[config.mk]
export PLATFORM = sky130hd
export DESIGN_NAME = satagtx_rst_seq
export DESIGN_NICKNAME = d
export VERILOG_FILES = /design/src/rtl/satagtx_rst_defs.sv /design/src/rtl/satagtx_sync2.sv /design/src/rtl/satagtx_rst_seq.sv
export SDC_FILE = /design/constraint.sdc
export NUM_CORES = 1
export LEC_CHECK = 0
export ABC_AREA = 1
export CORE_MARGIN = 2
export CORE_UTILIZATION = 61
export DETAILED_ROUTE_END_ITERATION = 6
export PLACE_DENSITY = 0.94
export REMOVE_ABC_BUFFERS = 1
export SETUP_SLACK_MARGIN = 0.15
export SLEW_MARGIN = 10
export SYNTH_ARGS = -nofsm -noshare
export SYNTH_HDL_FRONTEND = slang
export SYNTH_SLANG_ARGS = --single-unit
[constraint.sdc]
create_clock -name clk -period 4.9 [get_ports clk]
set_input_delay 0.49 -clock clk [delete_from_list [all_inputs] [get_ports clk]]
set_output_delay 0.49 -clock clk [all_outputs]
set_load 0.02 [all_outputs]
[src/rtl/satagtx_rst_defs.sv]
// Shared state encodings and field widths for the SATA GTX reset sequencer.
// Imported by the RTL and by the bench so both agree on the encodings.
package satagtx_rst_defs;

  localparam int STATE_W  = 3;
  localparam int RETRY_W  = 3;
  localparam int WDOG_W   = 16;
  localparam int LOSS_W   = 8;
  localparam int RSTCNT_W = 8;

  localparam logic [2:0] ST_RESET     = 3'd0;
  localparam logic [2:0] ST_WAIT_PLL  = 3'd1;
  localparam logic [2:0] ST_WAIT_DCM  = 3'd2;
  localparam logic [2:0] ST_WAIT_DONE = 3'd3;
  localparam logic [2:0] ST_READY     = 3'd4;
  localparam logic [2:0] ST_FAIL      = 3'd5;

endpackage

[src/rtl/satagtx_sync2.sv]
// Two-flop synchronizer bringing one asynchronous level into the clk domain.
module satagtx_sync2 (
  input  logic clk,
  input  logic rst_n,
  input  logic d,
  output logic q
);

  logic meta;

  always_ff @(posedge clk or negedge rst_n) begin
    if (!rst_n) begin
      meta <= 1'b0;
      q    <= 1'b0;
    end else begin
      meta <= d;
      q    <= meta;
    end
  end

endmodule

[src/rtl/satagtx_rst_seq.sv]
// GTX tile reset sequencer: pulses gtxreset, waits for PLL/DCM lock and reset done,
// retries on failure. Define SATAGTX_RST_LOSSCNT_EN to build the lock-loss counter.
module satagtx_rst_seq
  import satagtx_rst_defs::*;
#(
  parameter int C_GTXRESET_CYCLES = 8,
  parameter int C_TIMEOUT_CYCLES  = 65535,
  parameter int C_MAX_RETRY       = 7
) (
  input  logic               clk,
  input  logic               rst_n,
  input  logic               tile0_plllkdet,
  input  logic               refclkout_dcm0_locked,
  input  logic               tile0_resetdone0,
  input  logic               soft_reset,
  output logic               tile0_gtxreset,
  output logic               user_rst_n,
  output logic [STATE_W-1:0] seq_state,
  output logic [RETRY_W-1:0] retry_cnt,
  output logic               seq_fail,
  output logic [LOSS_W-1:0]  loss_cnt
);

  localparam logic [RSTCNT_W-1:0] RST_LAST    = RSTCNT_W'(C_GTXRESET_CYCLES - 1);
  localparam logic [WDOG_W-1:0]   WDOG_LAST   = WDOG_W'(C_TIMEOUT_CYCLES - 1);
  localparam logic [RETRY_W:0]    RETRY_LIMIT = (RETRY_W + 1)'(C_MAX_RETRY);

  logic plllkdet_s, dcm_locked_s, resetdone_s;

  satagtx_sync2 u_sync_pll  (.clk(clk), .rst_n(rst_n), .d(tile0_plllkdet),        .q(plllkdet_s));
  satagtx_sync2 u_sync_dcm  (.clk(clk), .rst_n(rst_n), .d(refclkout_dcm0_locked), .q(dcm_locked_s));
  satagtx_sync2 u_sync_done (.clk(clk), .rst_n(rst_n), .d(tile0_resetdone0),      .q(resetdone_s));

  logic [STATE_W-1:0]  state_q, state_d;
  logic [RSTCNT_W-1:0] rst_cnt_q;
  logic [WDOG_W-1:0]   wdog_q;
  logic [RETRY_W-1:0]  retry_q;
  logic                user_rst_n_q, gtxreset_q, seq_fail_q;

  logic in_wait, exit_ok, timeout, pll_lost, attempt_fail, lock_lost, retry_at_limit, state_entry;

  always_comb begin
    in_wait        = (state_q == ST_WAIT_PLL) || (state_q == ST_WAIT_DCM) ||
                     (state_q == ST_WAIT_DONE);
    exit_ok        = 1'b0;
    case (state_q)
      ST_WAIT_PLL:  exit_ok = plllkdet_s;
      ST_WAIT_DCM:  exit_ok = dcm_locked_s;
      ST_WAIT_DONE: exit_ok = resetdone_s;
      default:      exit_ok = 1'b0;
    endcase
    timeout        = in_wait && (wdog_q == WDOG_LAST);
    // Losing the GTX PLL after it was seen locked invalidates the attempt at once.
    pll_lost       = ((state_q == ST_WAIT_DCM) || (state_q == ST_WAIT_DONE)) && !plllkdet_s;
    attempt_fail   = pll_lost || (timeout && !exit_ok);
    lock_lost      = (state_q == ST_READY) && (!plllkdet_s || !dcm_locked_s);
    retry_at_limit = ({1'b0, retry_q} + 1'b1) == RETRY_LIMIT;
  end

  always_comb begin
    state_d = state_q;
    if (soft_reset) begin
      state_d = ST_RESET;
    end else begin
      case (state_q)
        ST_RESET:     if (rst_cnt_q == RST_LAST) state_d = ST_WAIT_PLL;
        ST_WAIT_PLL:  if (attempt_fail) state_d = retry_at_limit ? ST_FAIL : ST_RESET;
                      else if (exit_ok) state_d = ST_WAIT_DCM;
        ST_WAIT_DCM:  if (attempt_fail) state_d = retry_at_limit ? ST_FAIL : ST_RESET;
                      else if (exit_ok) state_d = ST_WAIT_DONE;
        ST_WAIT_DONE: if (attempt_fail) state_d = retry_at_limit ? ST_FAIL : ST_RESET;
                      else if (exit_ok) state_d = ST_READY;
        ST_READY:     if (lock_lost) state_d = ST_RESET;
        ST_FAIL:      state_d = ST_FAIL;
        default:      state_d = ST_RESET;
      endcase
    end
  end

  // A soft reset while already in RESET is still a fresh entry: restart the pulse.
  assign state_entry = (state_d != state_q) || soft_reset;

  always_ff @(posedge clk or negedge rst_n) begin
    if (!rst_n) begin
      state_q      <= ST_RESET;
      rst_cnt_q    <= '0;
      wdog_q       <= '0;
      retry_q      <= '0;
      user_rst_n_q <= 1'b0;
      gtxreset_q   <= 1'b1;
      seq_fail_q   <= 1'b0;
    end else begin
      state_q      <= state_d;
      user_rst_n_q <= (state_d == ST_READY);
      gtxreset_q   <= (state_d == ST_RESET) || (state_d == ST_FAIL);
      seq_fail_q   <= (state_d == ST_FAIL);
      if (state_entry) begin
        rst_cnt_q <= '0;
        wdog_q    <= '0;
      end else begin
        if (state_q == ST_RESET) rst_cnt_q <= rst_cnt_q + 1'b1;
        if (in_wait)             wdog_q    <= wdog_q + 1'b1;
      end
      if (soft_reset || (state_d == ST_READY)) begin
        retry_q <= '0;
      end else if (attempt_fail && !retry_at_limit) begin
        retry_q <= retry_q + 1'b1;
      end
    end
  end

  assign tile0_gtxreset = gtxreset_q;
  assign user_rst_n     = user_rst_n_q;
  assign seq_state      = state_q;
  assign retry_cnt      = retry_q;
  assign seq_fail       = seq_fail_q;

`ifdef SATAGTX_RST_LOSSCNT_EN
  logic [LOSS_W-1:0] loss_q;

  // Only genuine lock loss counts; a soft reset out of READY is not a loss event.
  always_ff @(posedge clk or negedge rst_n) begin
    if (!rst_n) begin
      loss_q <= '0;
    end else if (lock_lost && !soft_reset && (loss_q != {LOSS_W{1'b1}})) begin
      loss_q <= loss_q + 1'b1;
    end
  end

  assign loss_cnt = loss_q;
`else
  assign loss_cnt = '0;
`endif

endmodule

## Word-level counts from Yosys, hierarchy flattened

Cells that the tools add are included.

| word-level totals | value |
|---|---|
| flip-flop bits (word level) | 39 |
| logic and storage cells | 68 |
| input port bits | 6 |

| operators by class | value |
|---|---|
| eq/ne operators | 11 |
| add/sub/neg operators | 4 |
| reduce and logical (&&, ||, !) cells | 22 |
| multiplexer cells | 18 |

Operator list:

| operator | number |
|---|---|
| 3-bit two-way mux | 12 |
| 16-bit two-way mux | 2 |
| 3-bit one-hot mux with 6 select lines | 1 |
| 16-bit by 1-bit adder with 16-bit output, second input constant | 1 |
| 16-bit equality test, second input constant | 1 |
| 8-bit two-way mux | 2 |
| 3-bit equality test, second input constant | 4 |
| 8-bit by 1-bit adder with 8-bit output, second input constant | 1 |
| 8-bit by 3-bit equality test with 1-bit output, second input constant | 1 |
| 1-bit logical OR | 8 |
| 3-bit by 2-bit equality test with 1-bit output, second input constant | 2 |
| 3-bit zero test | 2 |
| 2-bit nonzero test | 3 |
| 1-bit logical AND | 5 |
| 3-bit by 1-bit adder with 4-bit output, second input constant | 1 |
| 4-bit by 3-bit equality test with 1-bit output, second input constant | 1 |
| 1-bit zero test | 4 |
| 3-bit by 1-bit adder with 3-bit output, second input constant | 1 |
| 3-bit by 1-bit equality test with 1-bit output, second input constant | 1 |
| 3-bit inequality test | 1 |
| 1-bit one-hot mux with 3 select lines | 1 |

## Depth between registers and ports, before layout

Gate-level depths: netlist (run 1).

| depth | value |
|---|---|
| depth in word-level cells | 12 |
| depth in mapped cells | 17 |

## Hierarchy

A second synthesis (run 1) with hierarchy kept.

| unflattened totals | value |
|---|---|
| cells, all modules | 240 |
| area total of the unflattened synthesis | 2,213.4 um2 |

Modules (own cells, without submodules):

| module | cells each | area an instance (um2) | sequential area each (um2) | instances |
|---|---|---|---|---|
| satagtx_rst_seq | 234 | 2,063.2 | 827.0 | 1 |
| satagtx_sync2 | 2 | 50.0 | 50.0 | 3 |

## Worst setup path before layout (run 1)

OpenSTA, ideal clock, no wires.

| timing path | value |
|---|---|
| path type | flip-flop to flip-flop |
| start point | register state_q[0], in the netlist seq_state[0] |
| end point | register wdog_q[6] |
| required time | 4.772 ns |
| arrival | 1.849 ns |
| cell stages (with the launch flop) | 16 |
| path slack | 2.923 ns |
| library setup time | 0.128 ns |
| cells stage by stage | dfrtp_1 -> buf_4 -> nor2_4 -> nor2_8 -> nand2_4 -> nor2_4 -> nand2_4 -> nand2_4 -> nand2_4 -> nand2_2 -> nand2_1 -> a21oi_1 -> nor2_2 -> nand2_4 -> buf_12 -> nor2_4 |

| on the way | value |
|---|---|
| word-level cells in the longest chain between the ends | 12 |
| elaborated cells on any way between the ends | 30 |
| those cells by class | eq/ne (6); mux (12); reduce/logical (12) |

Ends and longest elaborated chain:

| item | RTL line | source |
|---|---|---|
| start: declaration | satagtx_rst_seq.sv:34 | `logic [STATE_W-1:0] state_q, state_d;` |
| start signal: assignment | satagtx_rst_seq.sv:93 | `state_q <= state_d;` |
| branches (longest 12 deep; another with 16-bit two-way mux) | n/a |  |
| end signal: assignment | satagtx_rst_seq.sv:102 | `if (in_wait) wdog_q <= wdog_q + 1'b1;` |
| end: declaration | satagtx_rst_seq.sv:36 | `logic [WDOG_W-1:0] wdog_q;` |

Parallel ways; which one is timed is not known.
A chain may end at the register's enable or synchronous reset.

## Worst setup path in the final report (run 1)

| timing path | value |
|---|---|
| start point | register wdog_q[0] |
| end point | register wdog_q[2] |

| on the way | value |
|---|---|
| word-level cells in the longest chain between the ends | 10 |
| elaborated cells on any way between the ends | 15 |
| those cells by class | add/sub (1); eq/ne (2); mux (7); reduce/logical (5) |

Ends and longest elaborated chain:

| item | RTL line | source |
|---|---|---|
| 16-bit equality test | satagtx_rst_seq.sv:52 | `timeout = in_wait && (wdog_q == WDOG_LAST);` |
| 1-bit logical AND | satagtx_rst_seq.sv:52 |  |
| 1-bit logical AND | satagtx_rst_seq.sv:55 | `attempt_fail = pll_lost \|\| (timeout && !exit_ok);` |
| 1-bit logical OR | satagtx_rst_seq.sv:55 |  |
| 3-bit two-way mux (on tied branches) | satagtx_rst_seq.sv:71, satagtx_rst_seq.sv:67, satagtx_rst_seq.sv:69 |  |
| 3-bit one-hot mux with 6 select lines | satagtx_rst_seq.sv:65 | `case (state_q)` |
| 3-bit two-way mux | satagtx_rst_seq.sv:62 | `if (soft_reset) begin` |
| 3-bit inequality test | satagtx_rst_seq.sv:81 | `assign state_entry = (state_d != state_q) \|\| soft_reset;` |
| 1-bit logical OR | satagtx_rst_seq.sv:81 |  |
| 16-bit two-way mux / 2-bit nonzero test (equally long branches) | n/a |  |

Parallel ways exist; a longest one is shown, timed or not. The select of a mux whose other input is x is not followed.

==> results of run 1 <==
registers in the layout, indices dropped and copies added (netlist names), 3 cells and up:
signal,flops
retry_cnt,3
wdog_q,16
rst_cnt_q,8
seq_state,3
where the power goes:
part	internal [mW]	total, mW	switching (mW)	leakage (nW)
Clock	0.0998	0.205	0.105	0.0422
Combinational	0.00952	0.0371	0.0276	0.493
Sequential	0.327	0.331	0.00367	0.525
Total	0.436	0.572	0.136	1.06
area by class of cell:
class / count / area [um^2] / area share [%]
multi-input combinational: 167 / 1112 / 45.08
sequential: 39 / 977.2 / 39.60
timing repair buffer: 14 / 135.1 / 5.477
inverter: 27 / 101.3 / 4.107
clock buffer: 7 / 76.32 / 3.093
tap: 48 / 60.06 / 2.434
clock inverter: 1 / 5.005 / 0.2028
worst register-to-register path: cells and delay by family (launching register included):
family | cells | cell delay (ns)
buffers and inverters | 1 | 0.11
AOI/OAI and AO/OA | 1 | 0.16
adders and majority gates | 1 | 0.15
and+or+nand+nor | 12 | 1.41
DFF | 1 | 0.41
worst min path at each step:
stage                     from           end  slack, ns  depth (start not counted)
2_1_floorplan            rst_n  retry_cnt[0]       0.19                          0
3_3_place_gp   u_sync_pll.meta  u_sync_pll.q       0.33                          0
3_5_place_dp   u_sync_pll.meta  u_sync_pll.q       0.33                          0
4_1_cts                  rst_n     wdog_q[9]       0.31                          1
5_1_grt        u_sync_pll.meta  u_sync_pll.q       0.36                          0
6_report                 rst_n     wdog_q[9]       0.28                          1
per-stage QoR:
stage | power (mW) | hold slack (ns)
final | 0.5724 | 0.2794
after global routing | 0.5931 | 0.3572
after CTS | 0.5777 | 0.3112
after detailed placement | 0.3743 | 0.3347
after global placement | 0.3732 | 0.3345
after floorplan | 0.3606 | 0.1944
cells in the mapped netlist (all sizes together):
cell and n:
conb 1, xor2 12, dfrtp 38, a21oi 6, nand4 9, nor2 42
nand2 43, o22ai 1, nor3 9, ha 5, a41oi 1, o21ai 3
dfstp 1, xnor2 8, a31oi 2, buf 11, mux2i 1, or2 2
nand3 14, a21o 1, inv 27
routing by layer:
layer	global-route usage [%]	routed length [um]	part of all wire [%]	up-vias
met5	0	0	0	-
met4	8.594	81	2.2	0
met3	4.167	127	3.5	9
met2	33.12	1746	48	33
met1	24.71	1668	46	724
li1	-	-	-	772
logic make-up after synthesis:
| kind of cell | Yosys count | synth area share (%) |
|---|---|---|
| AO/OA/AOI/OAI | 14 | 3.524 |
| XOR/XNOR | 20 | 7.709 |
| adder cells (fa/ha/maj) | 5 | 2.753 |
| buffers and inverters | 38 | 9.196 |
| flip-flops | 39 | 43.01 |
| multiplexers | 1 | 0.4405 |
| other | 1 | 0.1650 |
| AND/OR/NAND/NOR | 119 | 33.20 |
==> out/metrics.csv, run 1 <==
metric,value,unit
area_growth,8.590,%
post_cts_buffers,0,
nets,265,
maxCapViolations,0,
startpoint,wdog_q[0],
drt-total-wl,3623,um
final_util,67.91,%
seq_area_frac_synth,43.01,%
ys_ff_latch,39,
timing.rr.start,wdog_q[0],
placed_cells,295,
path_clk_slew,0.08,ns
irDropWorstVdd,140.5,uV
slew_headroom,45.78,%
vias_per_cell,5.076,
antenna_cells,0,
syn_area,0.002272,mm^2
hold_violations,0,
synth-warning-count,0,
drt-pass1-iter-count,4,
placed_area,0.002386,mm^2
numCtsBuffers,5,
p_per_area,232.0,mW/mm^2
gp_routability_congestion,0.9029,
reg2regPathDepth,15,
stdcell_area,0.002467,mm^2
worstPathArrival,2.51,ns
status,completed,
drive_gt1_share,20.39,%
startpoint_type,flop,
ant_nets,0,
die_area,0.004229,mm^2
syn-instance-count,237,
grt_max_degree,40,
path_max_fanout,24,
wl_per_cell,11.96,um
drv_slew,0,
leakagePower,1.060,nW
drc,0,
min_period,2.354,ns
slowest_stage,nand2_4,
port-buffer-count,14,
syn_area_per_cell,9.587,um^2
die_y,65.03,um
first_global_vias,1515,
first_iter_violations,117,
cts_tree,built,
cts_resized,0,
antenna_found_initial,0,
synth_top_cell_by_area,dfrtp_1,
setup_violations,0,
cts.path.max_buffers,2,
num_rows,22,
grtUsageTotal,19.76,%
coreArea,0.003633,mm^2
final_cell_mix,"dfrtp_1 (38), nand2_1 (31), inv_1 (24), nor2_4 (22), nor2_1 (17)",
chipWidth,65.03,um
rrSetupSlack,2.55,ns
clock_latency,0.29,ns
h-tree-depth,2,
rsz0062_at_grt,false,
crit_end,wdog_q[2],
timing.final.ws_setup,2.546,ns
required,5.05,ns
synth_top_area_share,41.85,%
yosysUniqueCellTypes,29,
finalClockSkew,0.01002,ns
ios,23,
root_buffer,clkbuf_8,
via_count,1538,
gr-total-overflow,0,
path_class,flop to flop,
fin_cells,303,
start_util,62.53,%
fmax,424.8,MHz
grt_pass1_wl,6389,um
r2r_end,wdog_q[2],
synthTopCellsByArea,"dfrtp_1 (42%), nor2_4 (11%), nand2_1 (5.1%), xor2_1 (4.6%), inv_1 (4.0%)",
slowest_delay,0.46,ns
hp-class,input port to async pin,
cpMostUsedCell,nand2_4,
worstSetupPathDepth,15,
pre_cts_slack,2.536,ns
dp_hpwl,2625,um
clock-sinks,39,
nFillCells,272,
mostFrequentLayoutCell,dfrtp_1,
cts_hold_buf,0,
fin_tns_setup,0,ns
tightest_slew,0.8133,ns
path_cells,inv_1 > ha_1 > nand2_1 > nor2_1 > nand3_1 > nor2_4 > nand2_4 > nand2_4 > nand2_4 > nand2_2 > nand2_1 > a21oi_1 > nor2_2 > nand2_4 > nor2_1,
path_delay_family,simple AND/OR/NAND/NOR gates,
post-route-period-util,48.04,%
end_kind,flop,
cp_num_buf_inv,1,
Power figures use the tool's default switching activity.
==> run 2: changes to the inputs <==
- CORE_UTILIZATION: 61 -> 57
- PLACE_DENSITY: 0.94 -> 0.89
- clock period: 4.9 -> 2.2 ns (I/O delays scaled with it)
==> run 2 against run 1 <==
Compared with the run above:
- cell area increased by 12%
- combinational power grew to 3.2 times the previous value
- register-to-register slack worse by 2.5 ns
- sequential cell count stayed put
- routed wire length grew 37%
- sequential power rose by 120%
- sequential share of layout area is 4.0 points lower
- die area up 6.6%
- setup slack worse by 2.5 ns
- cell count rose by 5.0%
- count of clock-buffer cells in the layout shrank 2
- fmax rose by 8.4%
- highest routed layer unchanged
==> out/metrics.csv, run 2 (synthesis results as in run 1) <==
metric,value,unit
status,completed,
rsz0062_at_grt,true,
timing.rr.start,seq_state[2],
p_comb_share,8.7,%
antenna_cells,0,
r2r_end,rst_cnt_q[0],
die_area,0.004507,mm^2
slew_headroom,44.50,%
rrSetupSlack,0.03,ns
irDropWorstVdd,423.1,uV
chipWidth,67.14,um
antenna_found_initial,0,
drive_gt1_share,31.85,%
grt_pass1_wl,7300,um
maxCapViolations,0,
cts_hold_buf,0,
first_iter_violations,143,
p_sw_share,26.11,%
num_rows,22,
coreArea,0.003744,mm^2
required,2.39,ns
reg_top3,"wdog_q x16, rst_cnt_q x8",
ant_nets,0,
first_global_vias,1573,
startpoint_type,flop,
fin_cells,318,
worstPathArrival,2.37,ns
clock_latency,0.30,ns
grtUsageTotal,22.28,%
gp_routability_congestion,0.8342,
numCtsBuffers,5,
wl_per_cell,15.64,um
tightest_slew,0.8325,ns
p_sw,352.5,uW
stdcell_area,0.002756,mm^2
drt-pass1-iter-count,4,
reg2regPathDepth,15,
gr-total-overflow,0,
port-buffer-count,14,
dp_hpwl,2769,um
timing.final.ws_setup,0.02760,ns
die_y,67.14,um
top_register,wdog_q,
placed_area,0.002436,mm^2
path_clk_slew,0.08,ns
h-tree-depth,2,
start_util,60.70,%
final_cell_mix,"dfrtp_1 (34), nor2_4 (28), nand2_1 (28), inv_1 (23), clkdlybuf4s50_1 (13)",
p_per_area,489.7,mW/mm^2
path_class,flop to flop,
drv_slew,0,
vias_per_cell,5.421,
area_growth,21.31,%
largest_reg_flops,16,
drt-total-wl,4975,um
finalPower,1.350,mW
hold_violations,0,
path_max_fanout,5,
nets,280,
finalClockSkew,0.007910,ns
setup_violations,0,
pre_cts_slack,0.09026,ns
via_count,1724,
cts_tree,built,
fmax,460.3,MHz
min_period,2.172,ns
hp-class,input port to async pin,
post-route-period-util,98.75,%
final_util,73.63,%
drc,0,
root_buffer,clkbuf_8,
intPower,997.4,uW
clkPwrFrac,36.8,%
clock-sinks,39,
cts.path.max_buffers,2,
end_kind,flop,
grt_max_degree,40,
placed_cells,300,
seqPwrFrac,54.6,%
leakagePower,1.184,nW
ios,23,
mostFrequentLayoutCell,dfrtp_1,
-- run 2: cell types whose count changed in the layout (fill, tap and decap cells not counted), sizes merged --
cell,before,now
buf,1,15
clkbuf,7,6
clkinv,1,2
clkinvlp,0,1
-- run 2: worst max-delay path by stage --
| stage | from | end | slack (ns) | cells after the start |
|---|---|---|---|---|
| after floorplan | seq_state[0] | wdog_q[1] | 0.03 | 15 |
| final | seq_state[2] | rst_cnt_q[0] | 0.03 | 15 |
| after CTS | wdog_q[0] | wdog_q[12] | 0.14 | 16 |
| after detailed placement | wdog_q[0] | wdog_q[2] | 0.09 | 16 |
| after global placement | seq_state[1] | wdog_q[2] | 0.17 | 14 |
| after global routing | seq_state[2] | wdog_q[14] | -0.07 | 15 |
-- run 2: cell type report --
| cell class | count | area [um^2] |
|---|---|---|
| timing repair buffer | 29 | 325.3 |
| sequential | 39 | 982.2 |
| multi-input combinational | 167 | 1194 |
| inverter | 27 | 101.3 |
| tap | 48 | 60.06 |
| clock inverter | 3 | 25.02 |
| clock buffer | 5 | 68.82 |
| fill | 237 | 987.2 |
-- run 2: worst max-delay path, cell delays in order, from the launching register on --
cell and delay, ns:
dfrtp_2 0.50, inv_2 0.13, nand4_1 0.17, nand2_2 0.15, inv_2 0.07, nand2_4 0.08, nand2_4 0.06, nand2_4 0.07
nand3_2 0.08, nand2_2 0.11, nand2_2 0.08, nand2_2 0.08, nand2_2 0.07, nand2_4 0.17, clkbuf_16 0.20, nor2_4 0.04
-- run 2: stage by stage --
step	hold slack (ns)	setup TNS, ns
floorplan	-0.07559	0
global placement	0.3323	0
detailed placement	0.3364	0
CTS	0.03260	0
global route	0.06999	-1.126
finish	0.01175	0
-- run 2: repair_timing --
action                                  4_1_cts  5_1_grt
gates cloned                                  2        1
setup buffers                                 4        3
gates resized for setup                       8       22
endpoints found under the setup margin       24       27
pin swaps                                     2       13
-- run 2: power by group through the flow --
stage / combinational (mW) / clock, mW / sequential, mW
3_5_place_dp: 0.0910 / 0 / 0.750
4_1_cts: 0.107 / 0.501 / 0.736
2_1_floorplan: 0.0551 / 0 / 0.748
6_report: 0.117 / 0.497 / 0.736
5_1_grt: 0.126 / 0.539 / 0.738
3_3_place_gp: 0.0887 / 0 / 0.749
-- run 2: metal layers --
metal  global-route usage (%)  up-vias  share of wire (%)
met5                        0        -                  0
met4                    8.929        0                2.6
met3                    6.500       15                4.6
met2                    36.39       56                 51
met1                    27.84      845                 42
li1                         -      808                  -
